<file path="src/rtl/seg7_pkg.sv">
// rtl/seg7_pkg.sv - shared segment table, off pattern and polarity helper for the scan controller
package seg7_pkg;

   localparam logic [7:0] SEG_OFF = 8'h00;

   // Active-high g..a patterns for hex digits 0..F
   localparam logic [6:0] HEX_SEG [16] = '{
      7'h3F, 7'h06, 7'h5B, 7'h4F, 7'h66, 7'h6D, 7'h7D, 7'h07,
      7'h7F, 7'h6F, 7'h77, 7'h7C, 7'h39, 7'h5E, 7'h79, 7'h71
   };

   function automatic logic [7:0] apply_pol(input logic [7:0] seg, input bit active_low);
      return active_low ? ~seg : seg;
   endfunction

endpackage

</file>
<file path="src/rtl/seg7_hex_decode.sv">
// rtl/seg7_hex_decode.sv - nibble, dp and blank to an active-high 8-bit segment pattern
module seg7_hex_decode
   import seg7_pkg::*;
(
   input  logic [3:0] nibble,
   input  logic       dp,
   input  logic       blank,
   output logic [7:0] seg
);

   always_comb begin
      seg = blank ? SEG_OFF : {dp, HEX_SEG[nibble]};
   end

endmodule

</file>
<file path="src/rtl/seg7_scan_ctrl.sv">
// rtl/seg7_scan_ctrl.sv - multiplexed 7-seg scanner with tear-free shadow and lz blanking
// Optional blinking of masked digits is built when SEG7_BLINK_EN is defined.
module seg7_scan_ctrl
   import seg7_pkg::*;
#(
   parameter int DIGITS       = 8,
   parameter int DIV          = 100000,
   parameter bit ACTIVE_LOW   = 1
`ifdef SEG7_BLINK_EN
   , parameter int BLINK_FRAMES = 32
`endif
) (
   input  logic                  clk_in,
   input  logic                  reset,
   input  logic [4*DIGITS-1:0]   data_in,
   input  logic [DIGITS-1:0]     dp_in,
   input  logic                  load,
   input  logic                  lz_en,
`ifdef SEG7_BLINK_EN
   input  logic [DIGITS-1:0]     blink_mask,
`endif
   output logic [7:0]            o_seg,
   output logic [DIGITS-1:0]     o_sel,
   output logic                  frame_done
);

   localparam int CW = (DIV > 1) ? $clog2(DIV) : 1;
   localparam int IW = (DIGITS > 1) ? $clog2(DIGITS) : 1;

   logic [CW-1:0]         cnt;
   logic [IW-1:0]         idx;
   logic [4*DIGITS-1:0]   disp_data, pend_data;
   logic [DIGITS-1:0]     disp_dp, pend_dp;
   logic                  pend;
   logic                  tick, boundary;
   logic [DIGITS-1:0]     blank;
   logic                  higher;
   logic [DIGITS-1:0]     sel_oh;
   logic                  cur_blank;
   logic [7:0]            seg_raw;

   assign tick     = (cnt == CW'(DIV - 1));
   assign boundary = tick && (idx == IW'(DIGITS - 1));
   assign sel_oh   = DIGITS'(1) << idx;

   // A digit blanks only if it and every digit above it are zero with no dp
   always_comb begin
      blank  = '0;
      higher = 1'b1;
      for (int i = DIGITS - 1; i > 0; i--) begin
         blank[i] = lz_en && higher && (disp_data[4*i +: 4] == 4'h0) && !disp_dp[i];
         higher   = blank[i];
      end
   end

`ifdef SEG7_BLINK_EN
   localparam int BW = (BLINK_FRAMES > 1) ? $clog2(BLINK_FRAMES) : 1;
   logic [BW-1:0] blink_cnt;
   logic          blink_on;

   assign cur_blank = blank[idx] || (!blink_on && blink_mask[idx]);

   always_ff @(posedge clk_in) begin
      if (reset) begin
         blink_cnt <= '0;
         blink_on  <= 1'b1;
      end else if (boundary) begin
         if (blink_cnt == BW'(BLINK_FRAMES - 1)) begin
            blink_cnt <= '0;
            blink_on  <= !blink_on;
         end else begin
            blink_cnt <= blink_cnt + 1'b1;
         end
      end
   end
`else
   assign cur_blank = blank[idx];
`endif

   seg7_hex_decode u_decode (
      .nibble (disp_data[{idx, 2'b00} +: 4]),
      .dp     (disp_dp[idx]),
      .blank  (cur_blank),
      .seg    (seg_raw)
   );

   always_ff @(posedge clk_in) begin
      if (reset) begin
         cnt        <= '0;
         idx        <= '0;
         disp_data  <= '0;
         disp_dp    <= '0;
         pend_data  <= '0;
         pend_dp    <= '0;
         pend       <= 1'b0;
         frame_done <= 1'b0;
         o_seg      <= apply_pol(SEG_OFF, ACTIVE_LOW);
         o_sel      <= ACTIVE_LOW ? '1 : '0;
      end else begin
         cnt        <= tick ? '0 : cnt + 1'b1;
         if (tick)
            idx <= (idx == IW'(DIGITS - 1)) ? '0 : idx + 1'b1;
         frame_done <= boundary;
         // A load landing on the boundary bypasses the pending stage
         if (boundary && load) begin
            disp_data <= data_in;
            disp_dp   <= dp_in;
            pend      <= 1'b0;
         end else if (boundary && pend) begin
            disp_data <= pend_data;
            disp_dp   <= pend_dp;
            pend      <= 1'b0;
         end else if (load) begin
            pend_data <= data_in;
            pend_dp   <= dp_in;
            pend      <= 1'b1;
         end
         o_seg <= apply_pol(seg_raw, ACTIVE_LOW);
         o_sel <= ACTIVE_LOW ? ~sel_oh : sel_oh;
      end
   end

endmodule

</file>
<file path="config.mk">
export PLATFORM = sky130hd
export DESIGN_NAME = seg7_scan_ctrl
export DESIGN_NICKNAME = d
export VERILOG_FILES = /design/src/rtl/seg7_pkg.sv /design/src/rtl/seg7_hex_decode.sv /design/src/rtl/seg7_scan_ctrl.sv
export SDC_FILE = /design/constraint.sdc
export NUM_CORES = 1
export LEC_CHECK = 0
export CAP_MARGIN = 40
export CELL_PAD_IN_SITES_DETAIL_PLACEMENT = 1
export CELL_PAD_IN_SITES_GLOBAL_PLACEMENT = 1
export CORE_MARGIN = 5
export CORE_UTILIZATION = 40
export CTS_BUF_LIST = sky130_fd_sc_hd__clkbuf_16
export DETAILED_ROUTE_END_ITERATION = 12
export MAX_ROUTING_LAYER = met4
export PLACE_DENSITY_LB_ADDON = 0.1
export SYNTH_ARGS = -nofsm -noshare
export SYNTH_HDL_FRONTEND = slang
export SYNTH_SLANG_ARGS = --single-unit
</file>
<file path="constraint.sdc">
create_clock -name clk_in -period 2.9 [get_ports clk_in]
set_input_delay 0.29 -clock clk_in [delete_from_list [all_inputs] [get_ports clk_in]]
set_output_delay 0.29 -clock clk_in [all_outputs]
set_load 0.005 [all_outputs]
</file>
==> results list <==
- Port bufs: 60
- Aggregate global-route resource usage: 22.6%
- Setup repair after global routing left no endpoint under its margin.
- Fraction of final layout cells sized beyond drive strength 1: 8.23%
* Post-CTS repair timing setup buffer count: 0
* Critical path buffers and inverters: 1
- Warnings from Yosys: 0
- Mapped Area: 5540 µm²
- Starting DRT DRC Count: 349
* Slew @ Worst Pin: 0.687 ns
* Endpoint kind of the worst setup timing path: flip-flop
- After clock tree synthesis, the flow added hold-fix buffers numbering 0.
- Commonest register cell after synthesis: dfxtp_1
- The critical path goes through ha_1, and4_1, nand2_1, o31a_1, buf_4, nand2_1, a21oi_1.
- Arr. time, crit path: 2.79 ns
- The final-report hold violation count came to 0.
- M1 GR Usage: 27.8%
* Routed vias/inst: 5.59
- Class of the most critical setup path: flip-flop to flip-flop
- From left edge to right edge, the die measures 128 µm.
* Slowest stage cell on the critical path: o31a_1
* Flop and latch count out of synthesis: 118
* Pwr/cell area: 574 nW/µm²
- Cell types with the highest counts after synthesis: dfxtp_1 (118), nor2_1 (118), nand2_1 (107)
* Clock sinks: 118
* DP Wirelength: 11.5 mm
- Measured against its own limit, the worst slew margin works out to 54.2%.
- Sum Neg Setup Slack: 0 ns
- Share of flip-flops with an asynchronous set or reset after synthesis: 0%
- Prior to clock tree synthesis, the placed netlist has a worst setup slack of 0.438 ns.
* Max Cap Violations: 0
* Final routed wire length divided by cell count: 18.9 µm
- The top cell type by area accounts for 42.7% of the synthesized area.
- The floorplan has 43 rows.
- Detailed routing inserted a total of 5082 vias.
- Via count of the first global-routing pass: 5258
* Status: complete, no violations
- After clock tree synthesis, the clock-pin slew on the worst setup and hold paths is 0.05 ns.
* Type of the worst min-delay path: primary input to flip-flop
- Mean instance size in the synthesized netlist: 8.27 µm²
- Synth top area cells: dfxtp_1 (43%), nor2_1 (8.0%), nand2_1 (7.3%)
- Part of the Yosys area used for sequential elements: 42.7%
- Gate count of the mapped netlist: 669
- Post_cts resized: 0
* Nature of the critical path startpoint: flip-flop
* Clk_lat worst skew: 0.42 ns
- CTS buffer count: 17
- Filler cell count in the final layout: 1613
- Number of nets in the synthesized netlist: 725
* Final ANT Viol Nets: 0
- The core region is 13700 µm².
- The first global-routing pass estimated 28.0 mm of wire.
- The clock arrives with 0.0100 ns of skew.
- Max-slew violation total from the final report: 0
- LEAKAGE: 2.55 nW
- Routability-driven placement finished with a final weighted congestion of 0.854.
- The initial utilization of the core area, before any placement, comes to 40.3%.
- The die covers 16300 µm².
- Required time of the worst setup path: 3.23 ns
- Most frequent cell on the critical path: nand2_1
* GR Layer Usage met3: 4.43%
- Yosys mapped a number of flops with a built-in enable equal to 0.
- Of all cell types, the one taking the most synthesized area is dfxtp_1.
* Peak clock frequency supported by timing: 0.407 GHz
- Global routing consumed, on the met2 layer, 37.7% of the routing resources.
* Number of search-and-repair iterations in the first detailed-routing pass: 4
- TritonCTS built the clock tree.
- Area Growth Syn to Fin: 23.4%
- Post-Route WL: 17.2 mm
* Max stage delay on crit path: 0.61 ns
- The worst path needs 2.46 ns of the cycle, external delays included.
* Overall overflow remaining after global route: 0
* Antenna violations before repair: 0
- After synthesis, the netlist uses 51 different library cells.
- Share of the clock period used by the worst path after layout: 84.8%
- Broken down by cell family, the worst path's largest delay share belongs to compound AO/OA/AOI/OAI gates.
- In this run the count of I/O pins placed on the die edge is 61.
- Highest net fanout along the worst path: 25
- The worst path meets setup with 0.442 ns of slack.
- For this run, design rule violations remaining after detail routing come to 0.
- The H-tree was split into 4 levels.
* Highest ir drop seen on vdd: 0.378 mV
- Largest net degree at the start of global routing: 52
* CTS max path bufs: 2
- Gr busiest metal: met2
- In the final layout, the multi-input gates occupy 2900 µm².
* Final setup violation count: 0
- Overall die height: 128 µm
- Root Driver: clkbuf_16
- The repair_antennas step left the layout with diodes totalling 0.
- Layout net count: 772
* Sequential cell area: 2360 µm²
[worst register-to-register path: stages, from the launching register on]
cell and delay (ns):
dfxtp_1 0.34, ha_1 0.24, and4_1 0.27, nand2_1 0.20, o31a_1 0.61, buf_4 0.44
nand2_1 0.11, a21oi_1 0.15
[routing by layer]
layer  share of wire [%]  vias to the layer above
met2                  49                       97
met4                 1.1                        0
met1                  46                     2510
met5                   0                        -
met3                 3.9                       16
li1                    -                     2459
[registers in the layout (all words and copies together), names as in the netlist]
register and flops:
pend 1, disp_dp 8, pend_dp 8, disp_data 32, o_sel 8, frame_done 1
cnt 17, pend_data 32, idx 3, o_seg 8
[worst paths after layout]
kind                start           end  slack, ns  depth (start not counted)
max                cnt[0]    pend_dp[1]       0.44                          7
min                 reset      o_sel[3]       0.38                          3
max reg2reg        cnt[0]    pend_dp[1]       0.44                          7
min reg2reg  pend_data[8]  pend_data[8]       0.45                          2
[placed cells by master, fill, tap and decap left out, types with 10 or more instances in the layout]
cell type	synthesis	layout
o21ai_0	17	17
dfxtp_1	118	118
inv_1	8	10
o221ai_1	27	27
buf_4	1	19
nand2_1	107	107
nor2b_1	27	27
a21oi_1	46	46
ha_1	12	12
o22ai_1	16	16
nand3_1	17	17
nor2_1	118	118
a41oi_1	26	26
clkdlybuf4s50_1	0	59
xor2_1	10	10
clkbuf_16	0	17
[cells by family after synthesis]
family | after synthesis | share of synthesized area, %
buffers and inverters | 61 | 5.13
AO/OA/AOI/OAI | 145 | 18.0
adder cells (fa/ha/maj) | 12 | 2.71
multiplexers | 16 | 4.84
AND/OR/NAND/NOR | 302 | 24.3
XOR/XNOR | 15 | 2.37
flip-flops | 118 | 42.7
[power by group]
group | internal [mW] | switching (mW) | leakage, nW | total (mW)
registers | 1.66 | 0.0202 | 0.962 | 1.68
clock network | 1.23 | 0.723 | 0.272 | 1.95
logic | 0.131 | 0.149 | 1.31 | 0.280
[cell type report]
class / count / share of cell area, %
multi-input cells: 490 / 42.5
flip-flops and latches: 118 / 34.6
repair buffers: 80 / 11.1
clock buffers: 17 / 6.23
well taps: 180 / 3.30
clock inverters: 15 / 1.78
inverters: 9 / 0.495
[stage by stage]
| step | std cells | hold WS (ns) | utilization (%) | total power, mW | area, µm² |
|---|---|---|---|---|---|
| floorplan | 669 | 0.426 | - | 1.86 | 5540 |
| global placement | 877 | 0.439 | 45.8 | 1.99 | 6280 |
| detailed placement | 877 | 0.447 | 45.8 | 2.00 | 6280 |
| CTS | 909 | 0.385 | 49.8 | 3.96 | 6830 |
| global route | 909 | 0.416 | 49.8 | 4.08 | 6830 |
| finish | 909 | 0.384 | 49.8 | 3.92 | 6830 |
(Power assumes the default switching activity.)
